$ cat config.mk
export PLATFORM = sky130hd
export DESIGN_NAME = rgb_fade_sequencer_flat
export DESIGN_NICKNAME = d
export VERILOG_FILES = /design/src/rtl/rgb_fade_sequencer_if.sv /design/src/rtl/rgb_fade_sequencer.sv /design/src/flat_wrapper.sv
export SDC_FILE = /design/constraint.sdc
export NUM_CORES = 1
export LEC_CHECK = 0
export BUFFER_PORTS_ARGS = -buffer_cell sky130_fd_sc_hd__clkbuf_2
export CAP_MARGIN = 5
export CORE_MARGIN = 2
export CORE_UTILIZATION = 50
export DETAILED_ROUTE_END_ITERATION = 8
export PLACE_DENSITY_LB_ADDON = 0.25
export SETUP_SLACK_MARGIN = 0.15
export SLEW_MARGIN = 20
export SYNTH_ARGS = -nofsm -noshare
export SYNTH_HDL_FRONTEND = slang
export SYNTH_SLANG_ARGS = --single-unit
$ cat constraint.sdc
create_clock -name clk -period 10.7 [get_ports clk]
set_input_delay 0.535 -clock clk [delete_from_list [all_inputs] [get_ports clk]]
set_output_delay 0.535 -clock clk [all_outputs]
set_load 0.01 [all_outputs]
$ cat src/rtl/rgb_fade_sequencer_if.sv
// Control inputs and duty/status outputs of the RGB fade sequencer.
// The master drives the controls and reads back the duties; the sequencer is the slave.
interface rgb_fade_sequencer_if;
    logic       en;
    logic       pause_tgl;
    logic       next_pulse;
    logic       manual_sel;
    logic [7:0] manual_r;
    logic [7:0] manual_g;
    logic [7:0] manual_b;
    logic [7:0] red_pwm;
    logic [7:0] green_pwm;
    logic [7:0] blue_pwm;
    logic [2:0] color_idx;
    logic [1:0] state;

    modport master (
        output en, pause_tgl, next_pulse, manual_sel, manual_r, manual_g, manual_b,
        input  red_pwm, green_pwm, blue_pwm, color_idx, state
    );

    modport slave (
        input  en, pause_tgl, next_pulse, manual_sel, manual_r, manual_g, manual_b,
        output red_pwm, green_pwm, blue_pwm, color_idx, state
    );
endinterface

$ cat src/rtl/rgb_fade_sequencer.sv
// Six-color fade sequencer for the LED PWM duty inputs.
// Ramps one duty unit per tick toward each color, holds, then advances.
module rgb_fade_sequencer #(
    parameter int unsigned TICK_DIV   = 5_000_000,
    parameter int unsigned HOLD_STEPS = 10,
    parameter int unsigned DUTY_MIN   = 1,
    parameter int unsigned DUTY_MAX   = 25
) (
    input  logic                 clk,
    input  logic                 rst,
    rgb_fade_sequencer_if.slave  bus
);

    localparam int unsigned TCW = $clog2(TICK_DIV);
    localparam int unsigned HCW = (HOLD_STEPS > 1) ? $clog2(HOLD_STEPS) : 1;
    localparam logic [7:0]     DMIN      = 8'(DUTY_MIN);
    localparam logic [7:0]     DMAX      = 8'(DUTY_MAX);
    localparam logic [TCW-1:0] TICK_LAST = TCW'(TICK_DIV - 1);
    localparam logic [HCW-1:0] HOLD_LAST = HCW'(HOLD_STEPS - 1);

    typedef enum logic [1:0] {
        IDLE  = 2'd0,
        RAMP  = 2'd1,
        HOLD  = 2'd2,
        PAUSE = 2'd3
    } state_t;

    state_t         state_q, state_d;
    state_t         ret_q, ret_d;
    logic [2:0]     idx_q, idx_d;
    logic [TCW-1:0] tick_cnt_q, tick_cnt_d;
    logic [HCW-1:0] hold_cnt_q, hold_cnt_d;
    logic [7:0]     duty_r_q, duty_r_d, duty_g_q, duty_g_d, duty_b_q, duty_b_d;
    logic [7:0]     pwm_r_q, pwm_r_d, pwm_g_q, pwm_g_d, pwm_b_q, pwm_b_d;

    logic [7:0]     tgt_r, tgt_g, tgt_b;
    logic [7:0]     step_r, step_g, step_b;
    logic [2:0]     idx_next;
    logic           running;
    logic           tick;

    function automatic logic [7:0] step_to(input logic [7:0] cur, input logic [7:0] tgt);
        if (cur < tgt)      return cur + 8'd1;
        else if (cur > tgt) return cur - 8'd1;
        else                return cur;
    endfunction

    function automatic logic [7:0] clamp(input logic [7:0] v);
        if (v < DMIN)      return DMIN;
        else if (v > DMAX) return DMAX;
        else               return v;
    endfunction

    always_comb begin
        tgt_r = DMIN;
        tgt_g = DMIN;
        tgt_b = DMIN;
        case (idx_q)
            3'd0:    tgt_r = DMAX;
            3'd1:    begin tgt_r = DMAX; tgt_g = DMAX; end
            3'd2:    tgt_g = DMAX;
            3'd3:    begin tgt_g = DMAX; tgt_b = DMAX; end
            3'd4:    tgt_b = DMAX;
            3'd5:    begin tgt_r = DMAX; tgt_b = DMAX; end
            default: ;
        endcase
    end

    assign step_r   = step_to(duty_r_q, tgt_r);
    assign step_g   = step_to(duty_g_q, tgt_g);
    assign step_b   = step_to(duty_b_q, tgt_b);
    assign idx_next = (idx_q == 3'd5) ? 3'd0 : idx_q + 3'd1;
    assign running  = ((state_q == RAMP) || (state_q == HOLD)) && !bus.manual_sel;
    assign tick     = running && (tick_cnt_q == TICK_LAST);

    always_ff @(posedge clk) begin
        if (rst) begin
            state_q    <= IDLE;
            ret_q      <= RAMP;
            idx_q      <= '0;
            tick_cnt_q <= '0;
            hold_cnt_q <= '0;
            duty_r_q   <= DMIN;
            duty_g_q   <= DMIN;
            duty_b_q   <= DMIN;
            pwm_r_q    <= DMIN;
            pwm_g_q    <= DMIN;
            pwm_b_q    <= DMIN;
        end else begin
            state_q    <= state_d;
            ret_q      <= ret_d;
            idx_q      <= idx_d;
            tick_cnt_q <= tick_cnt_d;
            hold_cnt_q <= hold_cnt_d;
            duty_r_q   <= duty_r_d;
            duty_g_q   <= duty_g_d;
            duty_b_q   <= duty_b_d;
            pwm_r_q    <= pwm_r_d;
            pwm_g_q    <= pwm_g_d;
            pwm_b_q    <= pwm_b_d;
        end
    end

    // The tick counter advances (and wraps) even on a pause edge, so a tick
    // coinciding with pause_tgl is consumed without stepping the duties.
    always_comb begin
        state_d    = state_q;
        ret_d      = ret_q;
        idx_d      = idx_q;
        tick_cnt_d = tick_cnt_q;
        hold_cnt_d = hold_cnt_q;
        duty_r_d   = duty_r_q;
        duty_g_d   = duty_g_q;
        duty_b_d   = duty_b_q;

        if (running) tick_cnt_d = tick ? '0 : tick_cnt_q + TCW'(1);

        if (!bus.en) begin
            state_d    = IDLE;
            hold_cnt_d = '0;
        end else if (!bus.manual_sel) begin
            case (state_q)
                IDLE: begin
                    state_d    = RAMP;
                    tick_cnt_d = '0;
                end
                RAMP, HOLD: begin
                    if (bus.pause_tgl) begin
                        ret_d   = state_q;
                        state_d = PAUSE;
                    end else if (bus.next_pulse) begin
                        idx_d      = idx_next;
                        state_d    = RAMP;
                        tick_cnt_d = '0;
                        hold_cnt_d = '0;
                    end else if (tick) begin
                        if (state_q == RAMP) begin
                            duty_r_d = step_r;
                            duty_g_d = step_g;
                            duty_b_d = step_b;
                            if ((step_r == tgt_r) && (step_g == tgt_g) && (step_b == tgt_b)) begin
                                state_d    = HOLD;
                                hold_cnt_d = '0;
                            end
                        end else if (hold_cnt_q == HOLD_LAST) begin
                            idx_d      = idx_next;
                            state_d    = RAMP;
                            hold_cnt_d = '0;
                        end else begin
                            hold_cnt_d = hold_cnt_q + HCW'(1);
                        end
                    end
                end
                PAUSE: begin
                    if (bus.pause_tgl) state_d = ret_q;
                end
                default: ;
            endcase
        end
    end

    always_comb begin
        pwm_r_d = duty_r_q;
        pwm_g_d = duty_g_q;
        pwm_b_d = duty_b_q;
        if (bus.manual_sel) begin
            pwm_r_d = clamp(bus.manual_r);
            pwm_g_d = clamp(bus.manual_g);
            pwm_b_d = clamp(bus.manual_b);
        end
    end

    assign bus.red_pwm   = pwm_r_q;
    assign bus.green_pwm = pwm_g_q;
    assign bus.blue_pwm  = pwm_b_q;
    assign bus.color_idx = idx_q;
    assign bus.state     = state_q;

endmodule

$ cat src/flat_wrapper.sv
// flat-port wrapper written by rule: the top's interface ports become plain ports
module rgb_fade_sequencer_flat 
#(
    parameter int unsigned TICK_DIV   = 5_000_000,
    parameter int unsigned HOLD_STEPS = 10,
    parameter int unsigned DUTY_MIN   = 1,
    parameter int unsigned DUTY_MAX   = 25
)
  (clk, rst, bus_en, bus_pause_tgl, bus_next_pulse, bus_manual_sel, bus_manual_r, bus_manual_g, bus_manual_b, bus_red_pwm, bus_green_pwm, bus_blue_pwm, bus_color_idx, bus_state);
  rgb_fade_sequencer_if bus_i ();
  input  logic clk;
  input  logic rst;
  input wire logic [$bits(bus_i.en)-1:0] bus_en;
  input wire logic [$bits(bus_i.pause_tgl)-1:0] bus_pause_tgl;
  input wire logic [$bits(bus_i.next_pulse)-1:0] bus_next_pulse;
  input wire logic [$bits(bus_i.manual_sel)-1:0] bus_manual_sel;
  input wire logic [$bits(bus_i.manual_r)-1:0] bus_manual_r;
  input wire logic [$bits(bus_i.manual_g)-1:0] bus_manual_g;
  input wire logic [$bits(bus_i.manual_b)-1:0] bus_manual_b;
  output wire logic [$bits(bus_i.red_pwm)-1:0] bus_red_pwm;
  output wire logic [$bits(bus_i.green_pwm)-1:0] bus_green_pwm;
  output wire logic [$bits(bus_i.blue_pwm)-1:0] bus_blue_pwm;
  output wire logic [$bits(bus_i.color_idx)-1:0] bus_color_idx;
  output wire logic [$bits(bus_i.state)-1:0] bus_state;
  assign bus_i.en = bus_en;
  assign bus_i.pause_tgl = bus_pause_tgl;
  assign bus_i.next_pulse = bus_next_pulse;
  assign bus_i.manual_sel = bus_manual_sel;
  assign bus_i.manual_r = bus_manual_r;
  assign bus_i.manual_g = bus_manual_g;
  assign bus_i.manual_b = bus_manual_b;
  assign bus_red_pwm = bus_i.red_pwm;
  assign bus_green_pwm = bus_i.green_pwm;
  assign bus_blue_pwm = bus_i.blue_pwm;
  assign bus_color_idx = bus_i.color_idx;
  assign bus_state = bus_i.state;
  rgb_fade_sequencer #(.TICK_DIV(TICK_DIV), .HOLD_STEPS(HOLD_STEPS), .DUTY_MIN(DUTY_MIN), .DUTY_MAX(DUTY_MAX)) u_core (.clk(clk), .rst(rst), .bus(bus_i));
endmodule
==> flow_metrics.tcl, run 1 <==
set metrics [dict create \
    path_cells "inv_1, ha_1, nor2b_1, nand4_1, nor4_1, and2_1, nand2_1, or3_1, nor3_1, a21oi_1, nor2_1" \
    clkLatencyLatePin_ns 0.38 \
    setup.worst_path.class "flip-flop to flip-flop" \
    fmax_mhz 243 \
    seq_power_share_pct 55.6 \
    drv_cap 0 \
    area_delta_synth_final_pct 9.06 \
    via_count 4829 \
    synth_ff_type "dfxtp_1" \
    seq_area_frac_synth_pct 32.2 \
    finClkSkew_ns 0.0152 \
    syn_nets 691 \
    slowest_delay_ns 0.80 \
    clkTransAtPathRegs_ns 0.09 \
    swShare_pct 26.7 \
    p_switching_mw 0.148 \
    syn_inst 641 \
    syn-cell-area_um2 5100 \
    initialDrtViolationCount 317 \
    gp_congestion 0.937 \
    maxSlewViolCount 0 \
    grt_remaining_overflow 0 \
    drc 0 \
    cts_setup_buffers 0 \
    ys_types 76 \
    finalSetupTns_ns 0 \
    wl_per_cell_um 15.4 \
    antenna_left 0 \
    clock_sinks 82 \
    crit_buf_inv 1 \
    synth_warnings 0 \
    clock_path_buffers 2 \
    dieArea_um2 11000 \
    hold_viol 0 \
    numCtsBuffers 9 \
    postCtsHoldBufs 0 \
    cts_tree "yes" \
    leakage_nw 2.04 \
    cp-end-kind "flip-flop" \
    clock_power_share_pct 39.4 \
    nNetsFinal 728 \
    num_rows 36 \
    drt-vias-per-instance 5.92 \
    drive_above_1_share_pct 16.1 \
    grt_pass1_vias 4488 \
    io_pins 59 \
    ir_drop_v 0.0000647 \
    floorplan.initialDensity_pct 51.9 \
    cp.arrival_ns 4.42 \
    grt_max_degree 43 \
    cts_resized 0 \
    routed_wl_um 12600 \
    antenna_found_initial 0 \
    crit_slowest_cell "nor4_1" \
    io_buffers 58 \
    tightest_slew_ns 0.896 \
    holdWs_ns 0.396 \
    core_um2 9820 \
    synth-seq-cells 82 \
    critPathTopFamily "simple AND/OR/NAND/NOR gates" \
    rsz0062_at_grt "no" \
    finalSetupViolCount 0 \
    die_h_um 105 \
    relSlewSlack_pct 40.3 \
    required_ns 11.00 \
    fill_cells 922 \
    min_path_type "primary input to flip-flop" \
    antennaDiodeCount 0 \
    worstPathMaxFanout 18 \
    cts_root_buf "clkbuf_8" \
    critPathLaunchType "flip-flop" \
    synth-async-reset-ratio_pct 0 \
    grt_pass1_wl_um 21200 \
    cts-htree-levels 3 \
    status "complete, no violations" \
    timing.final.crit_share_pct 38.5 \
    power.share.combinational_pct 5.0 \
    fp.dieW_um 105 \
    power.internal_mw 0.406 \
    first_pass_iters 5 \
    synth_area_per_cell_um2 7.95 \
    pwr_density_cell_nw_per_um2 99.6 \
    dp_hpwl_um 9210 \
    synth-edff-count 0 \
    track_usage_pct 23.5 \
    fin_crit_ns 4.12 \
]
## metrics by stage
stage	cells	cell area [um2]	setup WS (ns)	util [%]	total power, mW
finish	816	5560	6.58	56.6	0.554
global route	816	5560	6.25	56.6	0.574
CTS	816	5560	6.63	56.6	0.559
detailed placement	800	5380	6.67	54.8	0.343
global placement	800	5380	6.91	54.8	0.342
floorplan	641	5100	7.17	-	0.330
## placed cells by master (no fill, tap or decap), types with 9 or more instances in the layout
| cell type | synthesis | layout |
|---|---|---|
| dfxtp_1 | 82 | 82 |
| nor2_1 | 75 | 75 |
| clkbuf_2 | 0 | 58 |
| nand2_1 | 46 | 46 |
| a21oi_1 | 43 | 43 |
| o21ai_0 | 31 | 31 |
| inv_1 | 25 | 25 |
| nor3_1 | 22 | 22 |
| nand3_1 | 21 | 21 |
| xor2_1 | 21 | 21 |
| or3_1 | 20 | 20 |
| ha_1 | 20 | 20 |
| nand4_1 | 18 | 18 |
| and2_1 | 13 | 13 |
| xnor2_1 | 13 | 13 |
| nand2b_1 | 11 | 11 |
| nor4_1 | 10 | 10 |
| nor2b_1 | 9 | 9 |
| clkbuf_8 | 4 | 9 |
## layout make-up
cell class	instances	area, um2	share of cell area [%]
Clock buffer	9	124	2.23
Sequential cell	82	1640	29.5
Tap cell	133	166	2.99
Inverter	25	93.8	1.69
Multi-Input combinational cell	502	3180	57.3
Clock inverter	7	58.8	1.06
Timing Repair Buffer	58	290	5.22
## metal layers
metal,vias to the layer above,track usage (%),part of all wire (%)
met5,-,0,0
met3,20,5.18,5.9
li1,2387,-,-
met1,2275,29.1,43
met2,147,39.9,49
met4,0,8.57,1.7
## cells in the mapped netlist (4+ instances only)
cell type	n	share of area, %
a211oi_1	7	1.0
a21boi_0	4	0.59
a21oi_1	43	4.2
a311oi_1	4	0.69
a31oi_1	7	0.86
and2_1	13	1.6
and3_1	6	0.74
clkbuf_1	23	1.7
clkbuf_8	4	1.1
dfxtp_1	82	32
ha_1	20	4.9
inv_1	25	1.8
mux2i_1	8	1.6
nand2_1	46	3.4
nand2b_1	11	1.4
nand3_1	21	2.1
nand4_1	18	2.2
nor2_1	75	5.5
nor2b_1	9	1.1
nor3_1	22	2.2
nor4_1	10	1.2
nor4b_1	4	0.69
o21a_1	4	0.59
o21ai_0	31	3.0
o221a_2	4	0.88
o22ai_1	8	0.98
o31ai_1	4	0.59
or2_2	7	0.86
or3_1	20	2.5
xnor2_1	13	2.2
xor2_1	21	3.6
## cell families after synthesis
family | synth area share (%)
buffers and inverters | 5.33
AO/OA/AOI/OAI | 20.5
multiplexers | 1.79
AND/OR/NAND/NOR | 29.5
adder cells (fa/ha/maj) | 4.91
flip-flops | 32.2
XOR/XNOR | 5.84
## tightest hold or removal path, cell delays in order
cell,delay [ns]
clkbuf_2,0.09
a21oi_1,0.05
nor2_1,0.07
## path summary, 6_finish.rpt
kind	slack, ns	cells past startpoint	end	start
worst max-delay path	6.58	11	u_core.duty_r_q[7]	u_core.bus.state[1]
worst min-delay path	0.40	3	u_core.bus.red_pwm[2]	bus_manual_r[2]
worst max register to register	6.58	11	u_core.duty_r_q[7]	u_core.bus.state[1]
worst min register to register	0.50	2	u_core.hold_cnt_q[3]	u_core.hold_cnt_q[3]
## registers in the layout (all words and copies together) (netlist names)
name	flops
u_core.bus.green_pwm	8
u_core.bus.color_idx	3
u_core.duty_r_q	8
u_core.bus.state	2
u_core.hold_cnt_q	4
u_core.duty_b_q	8
u_core.ret_q	2
u_core.duty_g_q	8
u_core.bus.red_pwm	8
u_core.tick_cnt_q	23
u_core.bus.blue_pwm	8
## power by group through the flow
stage               combinational, mW  clock, mW  sequential, mW
floorplan                      0.0144          0           0.316
global placement               0.0270          0           0.315
detailed placement             0.0276          0           0.315
CTS                            0.0278      0.223           0.308
global route                   0.0307      0.235           0.308
finish                         0.0278      0.218           0.308
No activity file was read; power rests on OpenSTA's default activity.
==> run 2, diff against run 1 <==
--- a/config.mk
+++ b/config.mk
@@ -5,6 +5,7 @@
 export SDC_FILE = /design/constraint.sdc
 export NUM_CORES = 1
 export LEC_CHECK = 0
+export ABC_AREA = 1
 export BUFFER_PORTS_ARGS = -buffer_cell sky130_fd_sc_hd__clkbuf_2
 export CAP_MARGIN = 5
 export CORE_MARGIN = 2
==> constraint.sdc (replaced) <==
create_clock -name clk -period 4.3 [get_ports clk]
set_input_delay 0.215 -clock clk [delete_from_list [all_inputs] [get_ports clk]]
set_output_delay 0.215 -clock clk [all_outputs]
set_load 0.01 [all_outputs]
==> run 2 against run 1 <==
Net effect: register-to-register slack lost 5.7 ns; utilization up 0.81 points; cell count grew 16%; largest cell class unchanged; non-clock buffer count grew 2; critical path depth increased by 4; sequential share of layout area shrank 0.28 points; synthesized cell count grew 18%; clock skew decreased by 0.0070 ns.
==> flow_metrics.tcl, run 2 <==
set metrics [dict create \
    yosys-top-cells-count "nand2_1, inv_1, dfxtp_1" \
    ir_drop_v 0.000127 \
    leakage_nw 2.51 \
    initialDrtViolationCount 246 \
    synth.area.top_cells "dfxtp_1, nand2_1, inv_1, nand3_1, nor2_1" \
    cts_setup_buffers 0 \
    track_usage_pct 23.6 \
    critPathLaunchType "flip-flop" \
    crit_slowest_cell "dfxtp_1" \
    first_pass_iters 5 \
    dieArea_um2 10900 \
    io_buffers 58 \
    fill_cells 940 \
    finalSetupTns_ns 0 \
    wl_per_cell_um 13.4 \
    finClkSkew_ns 0.00826 \
    hold_viol 0 \
    synth.top_cell.area_share_pct 32.7 \
    finalSetupViolCount 0 \
    cp.arrival_ns 3.70 \
    relSlewSlack_pct 45.8 \
    nNetsFinal 855 \
    grt_pass1_wl_um 21100 \
    setup_ws_ns 0.917 \
    finalNonFillerCells 943 \
    ys_types 41 \
    numCtsBuffers 9 \
    drc 0 \
    syn-cell-area_um2 5030 \
    synth_area_per_cell_um2 6.65 \
    status "complete, no violations" \
    fp.dieW_um 104 \
    grt_pass1_vias 4708 \
    num_rows 36 \
    antenna_left 0 \
    die_h_um 104 \
    clock_path_buffers 2 \
    worstPathMaxFanout 29 \
    crit_path_frequent_cell "inv_1" \
    clkTransAtPathRegs_ns 0.09 \
    dp_hpwl_um 9430 \
    area_delta_synth_final_pct 11.7 \
    total_power_mw 1.49 \
    fin_crit_ns 3.38 \
    dp_cells 927 \
    floorplan.initialDensity_pct 51.4 \
    synth-async-reset-ratio_pct 0 \
    rsz0062_at_grt "no" \
    holdWs_ns 0.111 \
    min_path_type "primary input to flip-flop" \
    drive_above_1_share_pct 13.8 \
    final_cell_mix "nand2_1, inv_1, dfxtp_1" \
    largest_reg_flops 23 \
    regMostFlops "u_core.tick_cnt_q" \
    pwr_density_cell_nw_per_um2 265 \
    gr-usage-met2_pct 38.9 \
    postCtsHoldBufs 0 \
    syn_inst 756 \
    grt_max_degree 34 \
    yosysTopAreaCell "dfxtp_1" \
    setup.worst_path.class "flip-flop to flip-flop" \
    cp-end-kind "flip-flop" \
    path_cells "inv_1, ha_1, inv_2, nor2_4, inv_2, nor2_2, nand3_1, nor2_1, nand3_1, nor4_4, buf_4, inv_1, a21oi_1, o21ai_0, inv_1" \
    synth-seq-cells 82 \
    fmax_mhz 296 \
    io_pins 59 \
    synth_ff_type "dfxtp_1" \
    antenna_found_initial 0 \
    cts-htree-levels 3 \
    clkLatencyLatePin_ns 0.37 \
    cts_tree "yes" \
    syn_nets 806 \
    synth.most_common_cell "nand2_1" \
    grt_busiest_layer "met2" \
    synth_warnings 0 \
    drt-vias-per-instance 5.31 \
    timing.final.crit_share_pct 78.7 \
    routed_wl_um 12700 \
    tightest_slew_ns 0.813 \
    required_ns 4.62 \
    slowest_delay_ns 0.48 \
    drv_cap 0 \
    cts_resized 0 \
    clock_sinks 82 \
    seq_area_frac_synth_pct 32.7 \
    grt_util_met3_pct 4.07 \
    grt_remaining_overflow 0 \
    via_count 5008 \
    met1_usage_pct 31.3 \
    synth-edff-count 0 \
    maxSlewViolCount 0 \
    layout_commonest_cell "nand2_1" \
    cts_root_buf "clkbuf_8" \
    dpl_worst_slack_ns 1.01 \
    antennaDiodeCount 0 \
    core_um2 9770 \
    gp_congestion 0.931 \
]
-- run 2: metal layers --
| layer | wire length (um) | vias up |
|---|---|---|
| met5 | 0 | - |
| met4 | 169 | 0 |
| met3 | 715 | 23 |
| met2 | 5880 | 161 |
| met1 | 5900 | 2259 |
| li1 | - | 2565 |
-- run 2: metrics by stage --
stage | utilization [%] | area [um2]
floorplan | - | 5030
global placement | 55.3 | 5400
detailed placement | 55.3 | 5400
CTS | 57.4 | 5610
global route | 57.4 | 5610
finish | 57.4 | 5610
-- run 2: power breakdown --
part	internal (mW)	switching, mW
logic	0.0328	0.0686
clock network	0.327	0.290
registers	0.765	0.00393
total	1.12	0.362
-- run 2: cells by family (layout without fill, tap and decap cells) --
group	count (synthesis)	after routing	synth area share (%)
xor gates and xnor gates	25	25	4.36
and+or+nand+nor	375	375	34.1
DFF	82	82	32.7
adders and majority gates	20	20	4.98
AOI/OAI and AO/OA	123	123	13.7
buffers and inverters	131	185	10.2
-- run 2: critical path, delay by kind of cell, from the launching register on --
kind / cells / cell delay [ns]
AOI/OAI and AO/OA: 2 / 0.34
adders and majority gates: 1 / 0.37
buffers and inverters: 6 / 1.06
DFF: 1 / 0.48
and+or+nand+nor: 6 / 1.08
-- run 2: final cells by class --
| class | count | area, um2 | share of cell area, % |
|---|---|---|---|
| Clock buffer | 11 | 131 | 2.34 |
| Clock inverter | 5 | 78.8 | 1.40 |
| Inverter | 109 | 409 | 7.29 |
| Multi-Input combinational cell | 543 | 2880 | 51.3 |
| Sequential cell | 82 | 1640 | 29.2 |
| Tap cell | 133 | 166 | 2.96 |
| Timing Repair Buffer | 60 | 305 | 5.44 |
-- run 2: path summary, 6_finish.rpt --
path                               from                 endpoint  slack (ns)  cells after the start
setup / recovery    u_core.bus.state[0]       u_core.duty_r_q[2]        0.92                     15
hold / removal          bus_manual_g[0]  u_core.bus.green_pwm[0]        0.11                      3
setup reg to reg    u_core.bus.state[0]       u_core.duty_r_q[2]        0.92                     15
hold reg to reg   u_core.tick_cnt_q[22]    u_core.tick_cnt_q[22]        0.48                      2
==> run 3, diff against run 2 <==
==> constraint.sdc (replaced) <==
create_clock -name clk -period 3.07 [get_ports clk]
set_input_delay 0.1535 -clock clk [delete_from_list [all_inputs] [get_ports clk]]
set_output_delay 0.1535 -clock clk [all_outputs]
set_load 0.01 [all_outputs]
==> run 3 against run 2 <==
Net effect: register-to-register slack got worse by 0.74 ns; sequential cell count unchanged; maximum frequency grew 17%; setup slack worse by 0.74 ns; die area is the same; global-route usage rose by 0.11 points; combinational power rose by 54%; largest cell class unchanged.
==> flow_metrics.tcl, run 3 (synthesis gave the netlist of run 2 again) <==
set metrics [dict create \
    drc 0 \
    timing.final.crit_share_pct 94.3 \
    multi_input_area_um2 3030 \
    clock_path_buffers 2 \
    grt_pass1_vias 4760 \
    gp_congestion 0.918 \
    r2r_start "u_core.bus.color_idx[1]" \
    dp_cells 936 \
    cp-end-kind "flip-flop" \
    core_um2 9770 \
    tightest_slew_ns 0.812 \
    cts_tree "yes" \
    clock_sinks 82 \
    track_usage_pct 23.7 \
    path_cells "nand2_2, inv_2, ha_4, a21oi_4, ha_4, nand2_2, nand2_2, nand2_2, nand2_4, buf_6, nand3_2, nand3_2, nor2_1, nand4_1, nor2_1, nand3_1, nor2_1, nand2_1, nand2_2, nand2_2, nand2_1, nand2_1, nor2_1" \
    num_rows 36 \
    drive_above_1_share_pct 19.3 \
    fin_crit_ns 2.89 \
    relSlewSlack_pct 45.8 \
    floorplan.initialDensity_pct 51.4 \
    area_delta_synth_final_pct 17.8 \
    cts-htree-levels 3 \
    first_pass_iters 6 \
    regMostFlops "u_core.tick_cnt_q" \
    rsz0062_at_grt "yes" \
    via_count 5047 \
    dieArea_um2 10900 \
    cts_root_buf "clkbuf_8" \
    crit_slowest_cell "dfxtp_4" \
    routed_wl_um 13000 \
    holdWs_ns 0.0391 \
    finalNonFillerCells 961 \
    worstPathMaxFanout 6 \
    fmax_mhz 345 \
    io_buffers 58 \
    startpoint "u_core.bus.color_idx[1]" \
    place_area_um2 5470 \
    cp.arrival_ns 3.20 \
    leakage_nw 2.61 \
    drv_cap 0 \
    grt_pass1_wl_um 21200 \
    dp_hpwl_um 9440 \
    r2r_setup_slack_ns 0.18 \
    min_path_type "primary input to flip-flop" \
    final_area_um2 5920 \
    clkTransAtPathRegs_ns 0.09 \
    antenna_found_initial 0 \
    nNetsFinal 873 \
    numCtsBuffers 9 \
    wl_per_cell_um 13.5 \
    finalSetupViolCount 0 \
    die_h_um 104 \
    required_ns 3.37 \
    setup.worst_path.class "flip-flop to flip-flop" \
    maxSlewViolCount 0 \
    final_cell_mix "nand2_1, inv_1, nor2_1" \
    ir_drop_v 0.000183 \
    crit_path_frequent_cell "nand2_2" \
    largest_reg_flops 23 \
    antenna_left 0 \
    antennaDiodeCount 0 \
    grt_max_degree 34 \
    hp-start "bus_manual_g[0]" \
    clkLatencyLatePin_ns 0.37 \
    drt-vias-per-instance 5.25 \
    grt_remaining_overflow 0 \
    slowest_delay_ns 0.37 \
    pwr_density_cell_nw_per_um2 357 \
    fp.dieW_um 104 \
    status "complete, no violations" \
    initialDrtViolationCount 354 \
    critPathLaunchType "flip-flop" \
    layout_commonest_cell "nand2_1" \
    hold_viol 0 \
    postCtsHoldBufs 0 \
    finClkSkew_ns 0.00609 \
    fill_cells 923 \
    io_pins 59 \
    register_area_um2 1650 \
]
==> run 3: final timing paths <==
check / depth (start not counted) / endpoint
max: 23 / u_core.hold_cnt_q[1]
min: 3 / u_core.bus.green_pwm[0]
max reg2reg: 23 / u_core.hold_cnt_q[1]
min reg2reg: 2 / u_core.tick_cnt_q[22]
==> run 3: critical path, delay by kind of cell, from the launching register on <==
kind            cells  cell delay, ns
buf+inv             2            0.19
compound gates      1            0.19
simple gates       18            1.66
flops               1            0.37
fa+ha+maj           2            0.40
==> run 3: final cells by class <==
| type | count | share of cell area, % |
|---|---|---|
| Timing Repair Buffer | 78 | 7.50 |
| Sequential cell | 82 | 27.9 |
| Clock buffer | 10 | 2.16 |
| Inverter | 109 | 6.99 |
| Multi-Input combinational cell | 543 | 51.1 |
| Tap cell | 133 | 2.81 |
| Clock inverter | 6 | 1.54 |
==> run 3: through the flow <==
step                 TNS, ns  setup WS (ns)  utilization, %  total power [mW]
floorplan                  0          0.443               -              1.19
global placement           0          0.192            56.0              1.24
detailed placement  -0.00385       -0.00385            56.0              1.25
CTS                        0          0.162            58.4              2.12
global route          -0.138        -0.0683            60.6              2.19
finish                     0          0.175            60.6              2.11
==> run 3: power breakdown <==
part | internal, mW | switching [mW] | total, mW | leakage (nW)
logic | 0.0540 | 0.102 | 0.156 | 1.85
registers | 1.07 | 0.00453 | 1.07 | 0.664
clock network | 0.459 | 0.423 | 0.882 | 0.0987
total | 1.58 | 0.529 | 2.11 | 2.61
==> run 3: routing by layer <==
metal  vias up  wire, um  track usage [%]
met5         -         0                0
met4         0       304             10.3
met3        27       733             4.32
met2       138      6200             38.9
met1      2288      5720             30.5
li1       2594         -                -
==> run 3: what timing repair did <==
item	CTS	global route
pin swaps	0	23
endpoints found under the setup margin	6	27
setup buffers	1	8
cloned	0	0
resized for setup	5	36
